$ cat config.mk
export PLATFORM = sky130hd
export DESIGN_NAME = unary_sum_decode_flat
export DESIGN_NICKNAME = d
export VERILOG_FILES = /design/src/rtl/unary_sum_decode_if.sv /design/src/rtl/unary_sum_decode.sv /design/src/flat_wrapper.sv
export SDC_FILE = /design/constraint.sdc
export NUM_CORES = 1
export LEC_CHECK = 0
export CELL_PAD_IN_SITES_DETAIL_PLACEMENT = 1
export CELL_PAD_IN_SITES_GLOBAL_PLACEMENT = 2
export CORE_MARGIN = 2
export CORE_UTILIZATION = 28
export CTS_CLUSTER_SIZE = 30
export DETAILED_ROUTE_END_ITERATION = 8
export HOLD_SLACK_MARGIN = 0.02
export PLACE_DENSITY = 0.74
export SYNTH_ARGS = -nofsm -noshare
export SYNTH_HDL_FRONTEND = slang
export SYNTH_SLANG_ARGS = --single-unit
$ cat constraint.sdc
create_clock -name clk -period 1.7 [get_ports clk]
set_input_delay 0.34 -clock clk [delete_from_list [all_inputs] [get_ports clk]]
set_output_delay 0.34 -clock clk [all_outputs]
set_load 0.02 [all_outputs]
$ cat src/rtl/unary_sum_decode_if.sv
// unary_sum_decode_if: result port of the unary sum decoder.
// Carries the W+1 bit binary result with its valid/ready handshake.
// The master side (decoder) drives out_sum/out_valid; the slave side
// (consumer) drives out_ready.
interface unary_sum_decode_if #(
  parameter int W = 6
);
  logic [W:0] out_sum;
  logic       out_valid;
  logic       out_ready;

  modport master (
    output out_sum,
    output out_valid,
    input  out_ready
  );

  modport slave (
    input  out_sum,
    input  out_valid,
    output out_ready
  );
endinterface

$ cat src/rtl/unary_sum_decode.sv
// unary_sum_decode: turns the registered unary stream of the 6-bit unary
// adder into a W+1 bit binary sum {carry, count} per read/write frame.
// The adder's en/read_or_write controls are delayed one cycle here so they
// line up with the adder's registered dout/C outputs.
// Optional build macro: UNARY_DECODE_THERMO_CHECK_EN enables the sticky
// thermometer-code violation flag on err; without it err is tied low.
module unary_sum_decode #(
  parameter int W = 6
) (
  input  logic              clk,
  input  logic              rst_n,
  input  logic              en,
  input  logic              read_or_write,
  input  logic              din,
  input  logic              cin,
  unary_sum_decode_if.master out_if,
  output logic              out_overrun,
  output logic              err
);

  localparam logic [W-1:0] CNT_MAX = '1;

  // Frame tracking. The close of a frame is not a registered state: it is
  // the WRITE->READ transition itself, so the triggering cycle both emits
  // the result and acts as the first read cycle of the next frame.
  typedef enum logic [1:0] {
    S_IDLE  = 2'd0,
    S_READ  = 2'd1,
    S_WRITE = 2'd2
  } state_t;

  state_t         r_state;
  state_t         w_state_next;

  logic           r_en_d;
  logic           r_rw_d;
  logic [W-1:0]   r_cnt_acc;
  logic [W-1:0]   w_cnt_next;
  logic           r_carry_acc;
  logic           w_carry_next;

  logic [W:0]     r_sum;
  logic           r_valid;
  logic           r_overrun;

  logic           w_count_cycle;
  logic           w_close;
  logic           w_accept;
  logic           w_load;

  // Realign the shared controls with the adder's output register delay.
  always_ff @(posedge clk) begin
    if (!rst_n) begin
      r_en_d <= 1'b0;
      r_rw_d <= 1'b0;
    end else begin
      r_en_d <= en;
      r_rw_d <= read_or_write;
    end
  end

  // State and accumulator registers; a reset discards any partial frame.
  always_ff @(posedge clk) begin
    if (!rst_n) begin
      r_state     <= S_IDLE;
      r_cnt_acc   <= '0;
      r_carry_acc <= 1'b0;
    end else begin
      r_state     <= w_state_next;
      r_cnt_acc   <= w_cnt_next;
      r_carry_acc <= w_carry_next;
    end
  end

  // Next-state and accumulator update; nothing moves while en_d is low.
  always_comb begin
    w_state_next  = r_state;
    w_cnt_next    = r_cnt_acc;
    w_carry_next  = r_carry_acc;
    w_count_cycle = 1'b0;
    w_close       = 1'b0;
    if (r_en_d) begin
      case (r_state)
        S_IDLE: begin
          if (!r_rw_d) begin
            w_state_next = S_READ;
            w_carry_next = r_carry_acc | cin;
          end
        end
        S_READ: begin
          w_carry_next = r_carry_acc | cin;
          if (r_rw_d) begin
            // The cycle that enters WRITE already carries a drained bit.
            w_state_next  = S_WRITE;
            w_count_cycle = 1'b1;
          end
        end
        S_WRITE: begin
          if (r_rw_d) begin
            w_count_cycle = 1'b1;
          end else begin
            // Close: hand off the result, restart with this cycle's carry.
            w_close      = 1'b1;
            w_state_next = S_READ;
            w_cnt_next   = '0;
            w_carry_next = cin;
          end
        end
        default: begin
          w_state_next = S_IDLE;
        end
      endcase
    end
    if (w_count_cycle && din && (r_cnt_acc != CNT_MAX)) begin
      w_cnt_next = r_cnt_acc + 1'b1;
    end
  end

  // A closing frame loads the output unless an unaccepted result blocks it.
  assign w_accept = r_valid & out_if.out_ready;
  assign w_load   = w_close & (~r_valid | out_if.out_ready);

  // Output register with valid/ready hold and the overrun pulse.
  always_ff @(posedge clk) begin
    if (!rst_n) begin
      r_sum     <= '0;
      r_valid   <= 1'b0;
      r_overrun <= 1'b0;
    end else begin
      r_overrun <= w_close & ~w_load;
      if (w_load) begin
        r_sum   <= {r_carry_acc, r_cnt_acc};
        r_valid <= 1'b1;
      end else if (w_accept) begin
        r_valid <= 1'b0;
      end
    end
  end

  assign out_if.out_sum   = r_sum;
  assign out_if.out_valid = r_valid;
  assign out_overrun      = r_overrun;

`ifdef UNARY_DECODE_THERMO_CHECK_EN
  logic r_seen_zero;
  logic r_err;

  // A counted 1 after a counted 0 in the same frame breaks the thermometer code.
  always_ff @(posedge clk) begin
    if (!rst_n) begin
      r_seen_zero <= 1'b0;
      r_err       <= 1'b0;
    end else begin
      if (w_close) begin
        r_seen_zero <= 1'b0;
      end else if (w_count_cycle && !din) begin
        r_seen_zero <= 1'b1;
      end
      if (w_count_cycle && din && r_seen_zero) begin
        r_err <= 1'b1;
      end
    end
  end

  assign err = r_err;
`else
  assign err = 1'b0;
`endif

endmodule

$ cat src/flat_wrapper.sv
// flat-port wrapper written by rule: the top's interface ports become plain ports
module unary_sum_decode_flat 
#(
  parameter int W = 6
)
  (clk, rst_n, en, read_or_write, din, cin, out_overrun, err, out_if_out_sum, out_if_out_valid, out_if_out_ready);
  unary_sum_decode_if #(.W(W)) out_if_i ();
  input  logic clk;
  input  logic rst_n;
  input  logic en;
  input  logic read_or_write;
  input  logic din;
  input  logic cin;
  output logic out_overrun;
  output logic err;
  output wire logic [$bits(out_if_i.out_sum)-1:0] out_if_out_sum;
  output wire logic [$bits(out_if_i.out_valid)-1:0] out_if_out_valid;
  input wire logic [$bits(out_if_i.out_ready)-1:0] out_if_out_ready;
  assign out_if_out_sum = out_if_i.out_sum;
  assign out_if_out_valid = out_if_i.out_valid;
  assign out_if_i.out_ready = out_if_out_ready;
  unary_sum_decode #(.W(W)) u_core (.clk(clk), .rst_n(rst_n), .en(en), .read_or_write(read_or_write), .din(din), .cin(cin), .out_if(out_if_i), .out_overrun(out_overrun), .err(err));
endmodule
==> flow_summary_export.csv, run 1 <==
group,metric,value,unit
worst_hold_path,holdPathStages,2,
critical_path,critical_path_class,"reg2out",
job,drv_cap,0,
place,gp_congestion,0.7701,
logic_synthesis,ys_warn_count,0,
logic_synthesis,syn_area,920.9,µm²
floorplan,std_cell_rows,20,
floorplan,die_x,61.35,µm
cells_and_area,area_growth_syn_to_layout,30.30,%
sta,finalMaxSlewViolations,0,
floorplan,initial_core_util,0.2968,
critical_path,critPathMaxStageDelay,0.61,ns
power_and_ir_drop,ir_drop,0.2844,mV
critical_path,crit_fanout,2,
critical_path,rrSetupSlack,0.13,ns
clock_network,clockBufferDepth,2,
sta,fin_ws,0.09384,ns
place,placedCellCount,157,
logic_synthesis,async_flop_share,0,
critical_path,startpoint,"u_core.out_if.out_sum[1]",
worst_hold_path,min_path_type,"reg2reg",
detailed_routing,drc,0,
logic_synthesis,syn-num-nets,109,
clock_network,clock-sinks,20,
place,dp_slack,0.06478,ns
critical_path,endpoint,"out_if_out_sum[1]",
outcome,outcome,"finished clean",
critical_path,cp.required,1.36,ns
critical_path,cp_num_buf_inv,1,
floorplan,core,3103,µm²
cells_and_area,antennaDiodeCount,0,
clock_network,clkTransAtPathRegs,0.12,ns
global_routing,grt_pass1_wl,3.767,mm
logic_synthesis,ys_seq_elements,20,
place,place.port_buffers,15,
logic_synthesis,synthCells,97,
critical_path,cpLargestDelayFamily,"buffers and inverters",
global_routing,overflow,0,
sta,fin_crit_sh,0.9448,
floorplan,dieArea,3764,µm²
power_and_ir_drop,p_leak,0.4322,nW
critical_path,path_depth,1,
detailed_routing,wl_per_cell,12.88,µm
global_routing,grt_usage,0.1362,
clock_network,root_buffer,"clkbuf_4",
critical_path,critPathSlowestCell,"clkdlybuf4s50_1",
place,dp_hpwl,1.600,mm
detailed_routing,first_pass_iters,2,
critical_path,reg2reg_depth,7,
detailed_routing,avgViaCountPerCell,4.706,
clock_network,cts_tree,"yes",
clock_network,clock_latency,0.30,ns
sta,finalCriticalPeriod,1.606,ns
logic_synthesis,synth_edf_count,0,
global_routing,grt_pass1_vias,811,
clock_network,cts_hold_buf,0,
critical_path,worstReg2RegStart,"u_core.r_state[0]",
sta,final-hold-violation-count,0,
sta,finalSetupViolCount,0,
sta,fin_tns_setup,0,ns
sta,finClkSkew,0.007953,ns
floorplan,io_pins,17,
global_routing,grt_max_degree,12,
floorplan,fp.dieH,61.35,µm
critical_path,cp-end-kind,"output port",
logic_synthesis,yosysSeqAreaShare,0.4348,
cells_and_area,drive_gt1_frac,0.1597,
clock_network,cts_buffers,3,
sta,timing.fmax,0.6226,GHz
logic_synthesis,syn_area_per_cell,9.494,µm²
sta,rsz0062_at_grt,"no",
logic_synthesis,ys_types,33,
cells_and_area,final_cell_area,1200,µm²
critical_path,path_cells,"clkdlybuf4s50_1",
critical_path,critPathArrivalTime,1.27,ns
logic_synthesis,synthFlopType,"dfxtp_1",
cells_and_area,layout.cells.non_filler,163,
detailed_routing,wirelength,2.099,mm
critical_path,start_kind,"flip-flop",
place,placed_cell_area,1146,µm²
critical_path,worstReg2RegEnd,"u_core.r_state[0]",
clock_network,htreeDepth,1,
cells_and_area,nets,132,
detailed_routing,antenna_left,0,
detailed_routing,drt_iter0_drc,16,
power_and_ir_drop,power_density,691.2,nW/µm²
worst_hold_path,min_from,"u_core.out_if.out_sum[3]",
global_routing,grt_antenna_before_repair,0,
detailed_routing,vias,767,
==> synthesized netlist by cell type (all sizes together), types with 2 or more instances <==
cell	count	area [µm²]
a21oi	6	30.03
a31oi	2	12.51
a32oi	2	17.52
and2	2	12.51
buf	2	18.77
dfxtp	20	400.4
ha	5	62.56
inv	5	18.76
mux2i	7	70.07
nand2	4	15.01
nand3	6	30.03
nand4	3	18.77
nor2	11	41.29
nor3	3	15.01
o21ai	4	23.77
==> sequential cells by signal, summed over array words and instances (netlist names) <==
signal,count
u_core.r_carry_acc,1
u_core.out_if.out_sum,7
u_core.r_cnt_acc,6
u_core.out_overrun,1
u_core.out_if.out_valid,1
u_core.r_state,2
u_core.r_en_d,1
u_core.r_rw_d,1
==> stage by stage <==
stage               hold slack [ns]    util  total power (W)
global route                 0.5406  0.3867        0.0008680
floorplan                    0.4485       -        0.0005288
detailed placement           0.4889  0.3694        0.0005568
global placement             0.4812  0.3694        0.0005559
CTS                          0.5174  0.3810        0.0008394
finish                       0.5100  0.3867        0.0008293
==> per-layer routing <==
metal  vias up  GRT usage  share of wire
li1        392          -              -
met1       365     0.1744           0.48
met2         8     0.2295           0.48
met3         2    0.02731          0.029
met4         0    0.04559         0.0071
met5         -          0              0
==> worst min path at each step <==
stage	end	slack, ns
after floorplan	u_core.r_cnt_acc[4]	0.45
after global placement	u_core.out_if.out_sum[5]	0.48
after detailed placement	u_core.out_if.out_sum[0]	0.49
after CTS	u_core.r_cnt_acc[1]	0.52
after global routing	u_core.r_cnt_acc[4]	0.54
final	u_core.out_if.out_sum[3]	0.51
==> cell usage in the layout (no fill, tap or decap), types with 2 or more instances in the layout <==
| cell type | instances |
|---|---|
| dfxtp_1 | 18 |
| clkdlybuf4s50_1 | 15 |
| nor2_1 | 11 |
| mux2i_1 | 7 |
| nand3_1 | 6 |
| a21oi_1 | 6 |
| ha_1 | 5 |
| buf_4 | 5 |
| inv_1 | 4 |
| nand2_1 | 4 |
| nor3_1 | 3 |
| nand4_1 | 3 |
| clkbuf_4 | 3 |
| a32oi_1 | 2 |
| o21ai_0 | 2 |
| a31oi_1 | 2 |
| and2_1 | 2 |
| dfxtp_2 | 2 |
==> layout make-up <==
cell class / count / area, µm²
inverter: 5 / 18.77
timing repair buffer: 21 / 207.7
clock buffer: 4 / 36.28
tap: 44 / 55.05
fill: 386 / 1903
sequential: 20 / 402.9
multi-input combinational: 69 / 479.2
==> cells by family after synthesis <==
group           Yosys count  share of synthesized area
other cells               1                   0.004072
mux                       7                    0.07609
buf+inv                   8                    0.04483
flops                    20                     0.4348
fa+ha+maj                 5                    0.06793
compound gates           20                     0.1549
simple gates             36                     0.2174
==> power by group <==
part           switching [W]  internal [W]  leakage, nW
clock network       0.000149      0.000130       0.0210
registers         0.00000905      0.000476        0.163
logic              0.0000295     0.0000356        0.248
==> repair_timing <==
| item | CTS | global route |
|---|---|---|
| resized for setup | 0 | 3 |
| endpoints found under the setup margin | 0 | 3 |
| buffers inserted | 0 | 2 |
(Power assumes the default switching activity.)
==> inputs of run 2 (changes only) <==
--- a/config.mk
+++ b/config.mk
@@ -13,6 +13,7 @@
 export DETAILED_ROUTE_END_ITERATION = 8
 export HOLD_SLACK_MARGIN = 0.02
 export PLACE_DENSITY = 0.74
+export REMOVE_ABC_BUFFERS = 1
 export SYNTH_ARGS = -nofsm -noshare
 export SYNTH_HDL_FRONTEND = slang
 export SYNTH_SLANG_ARGS = --single-unit
==> run 2 against run 1 <==
- clock-buffer cell count unchanged
- sequential share of layout area rose by 0.28 points
- wire length up 3.7%
- sequential power is essentially flat
- maximum frequency is 0.72% lower
- first-iteration DRC count is 38% higher
- setup slack worse by 0.012 ns
- critical path depth did not move
- total power up 0.26%
- via count rose by 1.8%
- die area unchanged
- global-route usage is 0.25 points higher
- critical path type unchanged
- critical endpoint is now out_if_out_sum[4]
- largest cell class unchanged
- highest routed layer unchanged
==> flow_summary_export.csv, run 2 (synthesized netlist as in run 1, its figures left out) <==
group,metric,value,unit
cells_and_area,final_cell_area,1186,µm²
power_and_ir_drop,power.switching,0.0001900,W
place,dp_hpwl,1.662,mm
power_and_ir_drop,p_seq_frac,0.583,
global_routing,grt_max_degree,12,
job,drv_cap,0,
worst_hold_path,min_from,"u_core.r_cnt_acc[4]",
power_and_ir_drop,ir_drop,0.4462,mV
sta,final-hold-violation-count,0,
critical_path,cp-end-kind,"output port",
clock_network,cts_tree,"yes",
detailed_routing,vias,781,
sta,finalMaxSlewViolations,0,
clock_network,clock-sinks,20,
cells_and_area,area_growth_syn_to_layout,28.80,%
global_routing,overflow,0,
critical_path,critical_path_class,"reg2out",
critical_path,path_cells,"clkdlybuf4s50_1",
critical_path,startpoint,"u_core.out_if.out_sum[4]",
power_and_ir_drop,combPwrFrac,0.079,
power_and_ir_drop,power_frac_clock,0.338,
critical_path,cpLargestDelayFamily,"buffers and inverters",
critical_path,worstReg2RegStart,"u_core.r_state[0]",
power_and_ir_drop,intPower,0.0006415,W
clock_network,cts_buffers,3,
cells_and_area,largest_register_ffs,7,
power_and_ir_drop,switching_share,0.2285,
floorplan,fp.dieH,61.35,µm
sta,fin_crit_sh,0.9517,
global_routing,grt_pass1_wl,3.822,mm
sta,holdWs,0.5105,ns
global_routing,grt_pass1_vias,844,
floorplan,core,3103,µm²
worst_hold_path,min_path_type,"reg2reg",
critical_path,crit_fanout,2,
clock_network,clock_latency,0.31,ns
place,placed_cell_area,1134,µm²
critical_path,critPathArrivalTime,1.28,ns
place,place.port_buffers,15,
detailed_routing,drc,0,
global_routing,grt_antenna_before_repair,0,
detailed_routing,drt_iter0_drc,22,
floorplan,dieArea,3764,µm²
critical_path,critPathMaxStageDelay,0.61,ns
power_and_ir_drop,power_density,701.0,nW/µm²
critical_path,critPathSlowestCell,"clkdlybuf4s50_1",
floorplan,std_cell_rows,20,
place,gp_congestion,0.7256,
clock_network,clkTransAtPathRegs,0.12,ns
sta,finClkSkew,0.005001,ns
critical_path,cp.required,1.36,ns
clock_network,cts_hold_buf,0,
clock_network,clockBufferDepth,2,
detailed_routing,antenna_left,0,
critical_path,start_kind,"flip-flop",
cells_and_area,final_cell_mix,"dfxtp_1 (19), clkdlybuf4s50_1 (15), nor2_1 (11)",
cells_and_area,drive_gt1_frac,0.1513,
cells_and_area,nets,132,
global_routing,grt_usage,0.1386,
detailed_routing,wirelength,2.177,mm
floorplan,initial_core_util,0.2968,
detailed_routing,first_pass_iters,4,
clock_network,htreeDepth,1,
outcome,outcome,"finished clean",
power_and_ir_drop,p_leak,0.4304,nW
critical_path,cp_num_buf_inv,1,
detailed_routing,wl_per_cell,13.36,µm
floorplan,io_pins,17,
sta,timing.fmax,0.6181,GHz
cells_and_area,layout_commonest_cell,"dfxtp_1",
sta,finalCriticalPeriod,1.618,ns
sta,finalSetupViolCount,0,
cells_and_area,antennaDiodeCount,0,
floorplan,die_x,61.35,µm
detailed_routing,avgViaCountPerCell,4.791,
clock_network,root_buffer,"clkbuf_4",
[run 2: cell counts in the layout (fill, tap and decap cells not counted)]
Identical to the previous run, type by type.
[run 2: repair_timing]
action	CTS	global route
gates resized for setup	0	1
buffers inserted	0	2
hold endpoints to repair	0	0
setup endpoints to repair	0	7
[run 2: final timing paths]
path	endpoint	slack (ns)	depth (start not counted)
setup / recovery	out_if_out_sum[4]	0.08	1
setup reg to reg	u_core.r_state[1]	0.14	6
hold reg to reg	u_core.r_cnt_acc[4]	0.51	1
hold / removal	u_core.r_cnt_acc[4]	0.51	1
[run 2: final cells by class]
cell class	count	area (µm²)
Multi-Input combinational cell	69	479.2
Timing Repair Buffer	21	195.2
Clock buffer	4	36.28
Fill cell	377	1917
Inverter	5	18.77
Sequential cell	20	401.6
Tap cell	44	55.05
[run 2: power by group through the flow]
stage | clock network, W | registers (W) | logic [W]
after global routing | 0.000312 | 0.000486 | 0.0000735
after floorplan | 0 | 0.000492 | 0.0000336
after global placement | 0 | 0.000494 | 0.0000604
after CTS | 0.000298 | 0.000484 | 0.0000630
after detailed placement | 0 | 0.000495 | 0.0000625
final | 0.000281 | 0.000485 | 0.0000655
[run 2: routing by layer]
metal,track usage,vias up,wire [µm]
met5,0,-,0
met4,0.05471,0,38
met3,0.02941,5,75
met2,0.2356,13,1075
met1,0.1716,372,988
li1,-,391,-
[run 2: metrics by stage]
| step | util | setup slack (ns) | setup TNS (ns) | total power, W | instances |
|---|---|---|---|---|---|
| finish | 0.3823 | 0.08218 | 0 | 0.0008315 | 163 |
| global route | 0.3823 | -0.02662 | -0.02668 | 0.0008722 | 163 |
| CTS | 0.3770 | 0.04461 | 0 | 0.0008452 | 161 |
| detailed placement | 0.3653 | 0.05466 | 0 | 0.0005574 | 157 |
| global placement | 0.3653 | 0.06412 | 0 | 0.0005548 | 157 |
| floorplan | - | 0.2316 | 0 | 0.0005260 | 94 |
